### src/rtl/branch_predictor_if.sv
// Fetch-lookup and branch-resolution bundle between fetch, branch unit and predictor.
// master drives fetch_pc/upd_*/flush_all; slave returns prediction and perf counters.
interface branch_predictor_if;
  logic [31:0] fetch_pc;
  logic        pred_taken;
  logic [31:0] pred_target;
  logic        upd_valid;
  logic [31:0] upd_pc;
  logic        upd_taken;
  logic [31:0] upd_target;
  logic        upd_pred_taken;
  logic        flush_all;
  logic [31:0] br_count;
  logic [31:0] mispred_count;

  modport master (
    output fetch_pc, upd_valid, upd_pc, upd_taken,
    output upd_target, upd_pred_taken, flush_all,
    input  pred_taken, pred_target, br_count, mispred_count
  );

  modport slave (
    input  fetch_pc, upd_valid, upd_pc, upd_taken,
    input  upd_target, upd_pred_taken, flush_all,
    output pred_taken, pred_target, br_count, mispred_count
  );
endinterface

### src/rtl/branch_predictor.sv
// Direct-mapped BTB with 2-bit counters; combinational lookup, edge update.
// Ports: clk, rst_n (async low), bp (slave: fetch lookup, update, perf counters).
module branch_predictor #(
  parameter int ENTRIES = 16
) (
  input  logic clk,
  input  logic rst_n,
  branch_predictor_if.slave bp
);
  localparam int IDX_W = $clog2(ENTRIES);
  localparam int TAG_W = 30 - IDX_W;

  logic [ENTRIES-1:0] valid;
  logic [TAG_W-1:0]   tag    [ENTRIES];
  logic [31:0]        target [ENTRIES];
  logic [1:0]         ctr    [ENTRIES];
  logic [31:0]        br_cnt;
  logic [31:0]        mp_cnt;

  logic [IDX_W-1:0] f_idx;
  logic [TAG_W-1:0] f_tag;
  logic [IDX_W-1:0] u_idx;
  logic [TAG_W-1:0] u_tag;
  logic             f_hit;
  logic             u_hit;
  logic             f_taken;
  logic             train;

  assign f_idx = bp.fetch_pc[IDX_W+1:2];
  assign f_tag = bp.fetch_pc[31:IDX_W+2];
  assign u_idx = bp.upd_pc[IDX_W+1:2];
  assign u_tag = bp.upd_pc[31:IDX_W+2];

  logic unused_lo;
  assign unused_lo = ^bp.upd_pc[1:0];

  assign f_hit   = valid[f_idx] && (tag[f_idx] == f_tag);
  assign u_hit   = valid[u_idx] && (tag[u_idx] == u_tag);
  assign f_taken = f_hit && ctr[f_idx][1];

  assign bp.pred_taken    = f_taken;
  assign bp.pred_target   = f_taken ? target[f_idx]
                                    : bp.fetch_pc + 32'd4;
  assign bp.br_count      = br_cnt;
  assign bp.mispred_count = mp_cnt;

  // Flush takes priority over training/allocation.
  assign train = bp.upd_valid && !bp.flush_all;

  always_ff @(posedge clk or negedge rst_n) begin
    if (!rst_n) begin
      valid <= '0;
      for (int i = 0; i < ENTRIES; i++) ctr[i] <= 2'b01;
    end else if (bp.flush_all) begin
      valid <= '0;
      for (int i = 0; i < ENTRIES; i++) ctr[i] <= 2'b01;
    end else if (train) begin
      unique case (1'b1)
        u_hit && bp.upd_taken: begin
          if (ctr[u_idx] != 2'b11) ctr[u_idx] <= ctr[u_idx] + 2'd1;
        end
        u_hit && !bp.upd_taken: begin
          if (ctr[u_idx] != 2'b00) ctr[u_idx] <= ctr[u_idx] - 2'd1;
        end
        !u_hit && bp.upd_taken: begin
          valid[u_idx] <= 1'b1;
          ctr[u_idx]   <= 2'b10;
        end
        default: ;
      endcase
    end
  end

  // Tag/target carry no reset: they are meaningless while valid=0.
  // A taken update rewrites both on hit (tag unchanged) and on allocate.
  always_ff @(posedge clk) begin
    if (train && bp.upd_taken) begin
      tag[u_idx]    <= u_tag;
      target[u_idx] <= bp.upd_target;
    end
  end

  always_ff @(posedge clk or negedge rst_n) begin
    if (!rst_n) begin
      br_cnt <= '0;
      mp_cnt <= '0;
    end else if (bp.upd_valid) begin
      br_cnt <= br_cnt + 32'd1;
      if (bp.upd_pred_taken != bp.upd_taken)
        mp_cnt <= mp_cnt + 32'd1;
    end
  end
endmodule
### src/flat_wrapper.sv
// flat-port wrapper written by rule: the top's interface ports become plain ports
module branch_predictor_flat 
#(
  parameter int ENTRIES = 16
)
  (clk, rst_n, bp_fetch_pc, bp_upd_valid, bp_upd_pc, bp_upd_taken, bp_upd_target, bp_upd_pred_taken, bp_flush_all, bp_pred_taken, bp_pred_target, bp_br_count, bp_mispred_count);
  branch_predictor_if bp_i ();
  input  logic clk;
  input  logic rst_n;
  input wire logic [$bits(bp_i.fetch_pc)-1:0] bp_fetch_pc;
  input wire logic [$bits(bp_i.upd_valid)-1:0] bp_upd_valid;
  input wire logic [$bits(bp_i.upd_pc)-1:0] bp_upd_pc;
  input wire logic [$bits(bp_i.upd_taken)-1:0] bp_upd_taken;
  input wire logic [$bits(bp_i.upd_target)-1:0] bp_upd_target;
  input wire logic [$bits(bp_i.upd_pred_taken)-1:0] bp_upd_pred_taken;
  input wire logic [$bits(bp_i.flush_all)-1:0] bp_flush_all;
  output wire logic [$bits(bp_i.pred_taken)-1:0] bp_pred_taken;
  output wire logic [$bits(bp_i.pred_target)-1:0] bp_pred_target;
  output wire logic [$bits(bp_i.br_count)-1:0] bp_br_count;
  output wire logic [$bits(bp_i.mispred_count)-1:0] bp_mispred_count;
  assign bp_i.fetch_pc = bp_fetch_pc;
  assign bp_i.upd_valid = bp_upd_valid;
  assign bp_i.upd_pc = bp_upd_pc;
  assign bp_i.upd_taken = bp_upd_taken;
  assign bp_i.upd_target = bp_upd_target;
  assign bp_i.upd_pred_taken = bp_upd_pred_taken;
  assign bp_i.flush_all = bp_flush_all;
  assign bp_pred_taken = bp_i.pred_taken;
  assign bp_pred_target = bp_i.pred_target;
  assign bp_br_count = bp_i.br_count;
  assign bp_mispred_count = bp_i.mispred_count;
  branch_predictor #(.ENTRIES(ENTRIES)) u_core (.clk(clk), .rst_n(rst_n), .bp(bp_i));
endmodule
### config.mk
export PLATFORM = sky130hd
export DESIGN_NAME = branch_predictor_flat
export DESIGN_NICKNAME = d
export VERILOG_FILES = /design/src/rtl/branch_predictor_if.sv /design/src/rtl/branch_predictor.sv /design/src/flat_wrapper.sv
export SDC_FILE = /design/constraint.sdc
export NUM_CORES = 1
export LEC_CHECK = 0
export CAP_MARGIN = 20
export CORE_MARGIN = 3
export CORE_UTILIZATION = 40
export CTS_BUF_LIST = sky130_fd_sc_hd__clkbuf_8
export DETAILED_ROUTE_END_ITERATION = 16
export DONT_BUFFER_PORTS = 1
export PLACE_DENSITY_LB_ADDON = 0.25
export SKIP_LAST_GASP = 1
export SYNTH_ARGS = -nofsm -noshare
export SYNTH_HDL_FRONTEND = slang
export SYNTH_SLANG_ARGS = --single-unit
### constraint.sdc
create_clock -name clk -period 8.8 [get_ports clk]
set_clock_uncertainty 0.2 [all_clocks]
set_input_delay 0.44 -clock clk [delete_from_list [all_inputs] [get_ports clk]]
set_output_delay 0.44 -clock clk [all_outputs]
set_load 0.02 [all_outputs]
Word-level counts from Yosys, hierarchy flattened
Memory sizes are Yosys's and may differ from the RTL's.
Index checks and enable logic that the tools add are counted.

word-level totals
  flip-flop bits (word level) = 112
  bits in latches = 0
  memory bits (writable) = 928
  memory bits (read-only) = 0
  input bits = 102
  output and inout port bits = 97
  word-level logic and storage cells = 91
  memories kept = 2

operators by class
  $add $sub $neg = 5
  $mul = 0
  div/mod/pow operators = 0
  $lt $le $gt $ge = 6
  equal/unequal tests = 6
  shift operators = 0
  muxes and demuxes = 27
  bitwise operators = 6
  reductions and logical operators = 20

memories
  name           depth  bits a word  read ports  clocked after memory_dff  write ports  line                    source
  u_core.target  16     32           1           0                         1            branch_predictor.sv:15  logic [31:0] target [ENTRIES];
  u_core.tag     16     26           2           0                         1            branch_predictor.sv:14  logic [TAG_W-1:0] tag [ENTRIES];

operators by type and width
  kind                     count
  $mux W32                 5
  $pmux W32 S3             1
  $add A32 B1 Y32 const B  2
  $bwmux W32               2
  $eq A26 B26 Y1           2
  $mux W16                 3
  $add A32 B3 Y32 const B  1
  $or A16 B16 Y16          2
  $and A16 B16 Y16         1
  $bmux W2 S4              2
  $not A16 Y16             1
  $ge A5 B5 Y1 const B     2
  $logic_and A1 B1 Y1      10
  $lt A4 B5 Y1 const B     2
  $mux W2                  5
  $not A4 Y5               2
  $bmux W1 S4              2
  $demux W2 S4             1
  $ne A3 B3 Y1 const B     2
  $reduce_bool A2 Y1       3
  $lt A5 B1 Y1 const B     1
  $mux W1                  5
  $demux W1 S4             1
  $ge A4 B1 Y1 const B     1
  other kinds (8)          11

Depth between registers and ports, before layout
  depth after elaboration = 10
  depth in mapped cells = 17
  gate-level depth less buffers = 13

Least setup slack after synthesis
Ideal clock, no wire load.

  path kind = input to register
  start point = input port bp_upd_pc[2]
  end point = memory u_core.tag[13][0] (netlist bit), enable pin
  library setup time = 474 ps
  arrival time = 4673 ps
  required time = 8126 ps
  slack = 3453 ps
  cell stages on the path = 7
  cells stage by stage = clkbuf_1 > buf_1 > clkbuf_1 > clkbuf_1 > nor2b_1 > nand3_1 > nor2_1

RTL lines
  element             line                    source
  start: declaration  flat_wrapper.sv:12      input wire logic [$bits(bp_i.upd_pc)-1:0] bp_upd_pc;
  end: declaration    branch_predictor.sv:14

Straight into the memory's write port.

==> results.txt <==
----------------------------------------------------
[Outcome]
  Result of the run ... finished clean

[Global route]
  Overall overflow remaining after global route ... 0
  Global-route usage over all layers ... 21.3%
  Largest net degree at the start of global routing ... 253
  Antenna violations before repair ... 7
  Via count of the first global-routing pass ... 26,132
  Global-route wire length before repair ... 186,000 um

[Synthesis]
  Yosys warning total ... 0
  Seq/Total Area, Yosys ... 65.8%
  Total nets after synthesis ... 2,519
  EDFF count, synth ... 928
  Post-synth top flop ... sky130_fd_sc_hd__edfxtp_1
  Post-synthesis instance area ... 46,600 sq um
  Unique masters post-synth ... 75
  Syn avg cell area ... 19.4 sq um
  Post-synthesis cell count ... 2,409
  Async set-or-reset flop fraction in the synthesized netlist ... 10.8%
  Register bit total from synthesis ... 1,040

[Route]
  Post-route DRC ... 0
  Pre-Repair DR Iteration Count ... 5
  Number of nets with antenna violations after detailed routing ... 0
  Number of vias per cell after detailed routing ... 5.98
  Number of DRC markers in iteration 0 ... 2,460
  Sum of routed wire length over all layers ... 128,000 um
  Vias ... 25,162
  Average wire length per cell after detail routing ... 30.5 um

[Clocking]
  Skew-Pair Late Insertion Delay ... 0.90 ns
  Buffer depth of the longest clock path ... 3
  Count of cells resized by post-cts repair ... 0
  Clock tree root buffer cell ... sky130_fd_sc_hd__clkbuf_8
  Clock transition at the register clock pins on the worst setup and hold paths after CTS ... 0.06 ns
  Number of clock sinks seen by CTS ... 1,040
  Number of H-tree levels ... 4
  CTS tree ... done
  Clock buffer count from CTS ... 178

[Timing]
  Final count of negative-setup-slack endpoints ... 0
  Post-route fraction of the period consumed by the critical path ... 68.2%
  RSZ-0062 raised after global routing ... false
  Actual transition at the worst max-transition pin ... 1.05 ns
  Max Fclk ... 0.167 GHz
  Final critical-path required period ... 6.00 ns
  Final slew viol count ... 0
  Number of hold-slack violations in the final timing report ... 0
  Crit path setup slack, layout ... 2.80 ns
  Max-Slew Margin vs Limit ... 29.9%
  Setup TNS ... 0 ns

[Critical path]
  Arrival time worst endpoint ... 6.59 ns
  Worst Setup Path Type ... flip-flop to flip-flop
  Peak per-stage delay on the critical path ... 0.61 ns
  CP top delay family ... buffers and inverters
  Critical Path Start Type ... flip-flop
  Buf/Inv on CP ... 3
  Crit-path max FO ... 50
  Setup crit end kind ... flip-flop
  Crit path cell chain ... mux4_2 -> mux4_2 -> xnor2_1 -> nand4_1 -> nor3_1 -> and2_1 -> ha_1 -> o311a_1 -> buf_4 -> a21oi_1 -> dlygate4sd3_1 -> a211oi_1 -> dlygate4sd3_1
  Critical-path cell with the highest stage delay ... sky130_fd_sc_hd__ha_1
  Critical path required time ... 9.40 ns

[Finish]
  Area growth from synthesis to layout ... 12.2%
  Fraction of final layout cells sized beyond drive strength 1 ... 25.0%
  Leading cell type in the layout, fill and taps excluded ... sky130_fd_sc_hd__edfxtp_1
  Commonest cells after routing, fill and taps aside ... 928 x sky130_fd_sc_hd__edfxtp_1, 318 x sky130_fd_sc_hd__mux4_2, 186 x sky130_fd_sc_hd__clkbuf_8
  Number of fill cells in the layout ... 9,784
  Final Cell Area ... 52,300 sq um
  Final nets ... 2,661
  Register area ... 30,700 sq um
  Number of non-filler instances in the completed layout ... 4,208
  Footprint of the multi-input gates ... 15,100 sq um

[Pwr]
  Fraction of power consumed by sequential logic ... 53.2%
  Leakage power figure ... 17.3 nW
  Switching power total ... 2.43 mW
  Proportion of total power due to net switching ... 23.3%
  Worst vdd ir ... 0.141 mV
  Total internal power ... 7.99 mW
  Cell area power density ... 199 nW/um^2
  Proportion of power drawn by the clock network ... 40.8%
  Comb power frac ... 6.0%

[Floorplanning]
  Effective utilization at floorplan ... 40.6%
  Y dimension of the die ... 347 um
  Die area ... 121,000 sq um
  Die Wd ... 347 um
  Site row count ... 124
  Core box area ... 115,000 sq um
  Total I/O pin count ... 199

[Place]
  Placed cell areas ... 48,000 sq um
  Worst setup timing slack at the placement stage ... 3.29 ns
  HPWL after detailed placement ... 70,200 um
  I/O Buffers ... 0
  Final Wtd Congestion ... 0.873
  Number of placed instances with taps included ... 3,800

[Worst hold path]
  Worst hold-check path type ... input pin to flip-flop

[Job]
  Max Cap Viol ... 0

----------------------------------------------------
[path summary, 6_finish.rpt]
kind | start | endpoint | slack, ns | cells past startpoint
min reg2reg | u_core.valid[6] | u_core.valid[6] | 0.33 | 2
min in group asynchronous | rst_n | u_core.bp.br_count[13] | 0.60 | 3
max in group asynchronous | rst_n | u_core.bp.br_count[14] | 6.40 | 4
max reg2reg | u_core.tag[11][10] | u_core.ctr[17] | 2.80 | 13
min | bp_upd_pc[3] | u_core.ctr[0] | 0.20 | 5
max | u_core.tag[11][10] | u_core.ctr[17] | 2.80 | 13
[registers in the layout, summed over array words and instances (netlist names)]
register,count
u_core.bp.br_count,32
u_core.bp.mispred_count,32
u_core.ctr,32
u_core.tag,416
u_core.target,512
u_core.valid,16
[timing repair]
| action | 4_1_cts | 5_1_grt |
|---|---|---|
| hold buffers | 83 | 0 |
| setup buffers | 0 | 0 |
| endpoints found under the hold margin | 1178 | 0 |
[metrics by stage]
stage / power, mW / hold slack (ns) / utilization [%]
3_5_place_dp: 6.16 / -0.0532 / 41.8
6_report: 10.4 / 0.197 / 45.5
4_1_cts: 10.5 / 0.00572 / 45.5
5_1_grt: 10.8 / 0.147 / 45.5
2_1_floorplan: 6.13 / -0.0556 / -
3_3_place_gp: 6.16 / -0.0528 / 41.8
[synth_stat cells (all sizes together) (8+ instances only)]
cell    count  area share, %
o22ai      23           0.31
a21boi     16           0.26
nor4       11           0.15
nand2b     10           0.13
nor2b      12           0.16
dfrtp      96            5.2
edfxtp    928             60
nand3      50           0.54
mux2i      56            1.2
a21oi      69           0.74
nor2       77           0.62
buf        66           0.86
a211oi     20           0.32
o21bai     15           0.24
clkbuf     85           0.98
o21ai      16           0.17
dfstp      16           0.90
mux4      405             20
mux2       40            1.2
ha          8           0.21
nor3       18           0.19
xor2       35           0.66
xnor2     105            2.0
nand4      27           0.38
inv        17           0.14
and3       23           0.31
nand2      84           0.68
[kinds of logic (layout without fill, tap and decap cells)]
kind of cell	Yosys count	in the layout	synth area share (%)
other cells	0	3	0
compound gates	205	205	2.90
mux	501	501	22.7
buf+inv	171	455	2.04
xor+xnor	140	140	2.63
simple gates	344	344	3.74
flops	1040	1040	65.8
fa+ha+maj	8	8	0.215
[routing by layer]
layer / vias to the layer above / GRT usage, % / part of all wire, %
li1: 10429 / - / -
met1: 13452 / 27.9 / 40
met2: 1064 / 34.1 / 48
met3: 213 / 6.70 / 9.3
met4: 4 / 6.39 / 2.3
met5: - / 0 / 0.021
[layout make-up]
cell class / count / area share, %
multi-input cells: 1198 / 28.9
well taps: 1512 / 3.62
inverters: 18 / 0.132
repair buffers: 115 / 2.10
flip-flops and latches: 1040 / 58.7
diodes: 3 / 0.0143
clock inverters: 136 / 1.70
clock buffers: 186 / 4.89
[power groups by stage]
| stage | Sequential, mW | Combinational (mW) | Clock (mW) |
|---|---|---|---|
| 2_1_floorplan | 5.62 | 0.507 | 0 |
| 3_3_place_gp | 5.64 | 0.518 | 0 |
| 3_5_place_dp | 5.64 | 0.522 | 0 |
| 4_1_cts | 5.54 | 0.628 | 4.36 |
| 5_1_grt | 5.55 | 0.667 | 4.61 |
| 6_report | 5.54 | 0.627 | 4.25 |
[worst register-to-register path, cell delays in order, from the launching register on]
cell                            delay, ns
sky130_fd_sc_hd__edfxtp_1            0.40
sky130_fd_sc_hd__mux4_2              0.49
sky130_fd_sc_hd__mux4_2              0.50
sky130_fd_sc_hd__xnor2_1             0.37
sky130_fd_sc_hd__nand4_1             0.16
sky130_fd_sc_hd__nor3_1              0.55
sky130_fd_sc_hd__and2_1              0.38
sky130_fd_sc_hd__ha_1                0.61
sky130_fd_sc_hd__o311a_1             0.25
sky130_fd_sc_hd__buf_4               0.43
sky130_fd_sc_hd__a21oi_1             0.17
sky130_fd_sc_hd__dlygate4sd3_1       0.58
sky130_fd_sc_hd__a211oi_1            0.23
sky130_fd_sc_hd__dlygate4sd3_1       0.60
Note: power is estimated with default switching activity, not from simulation.
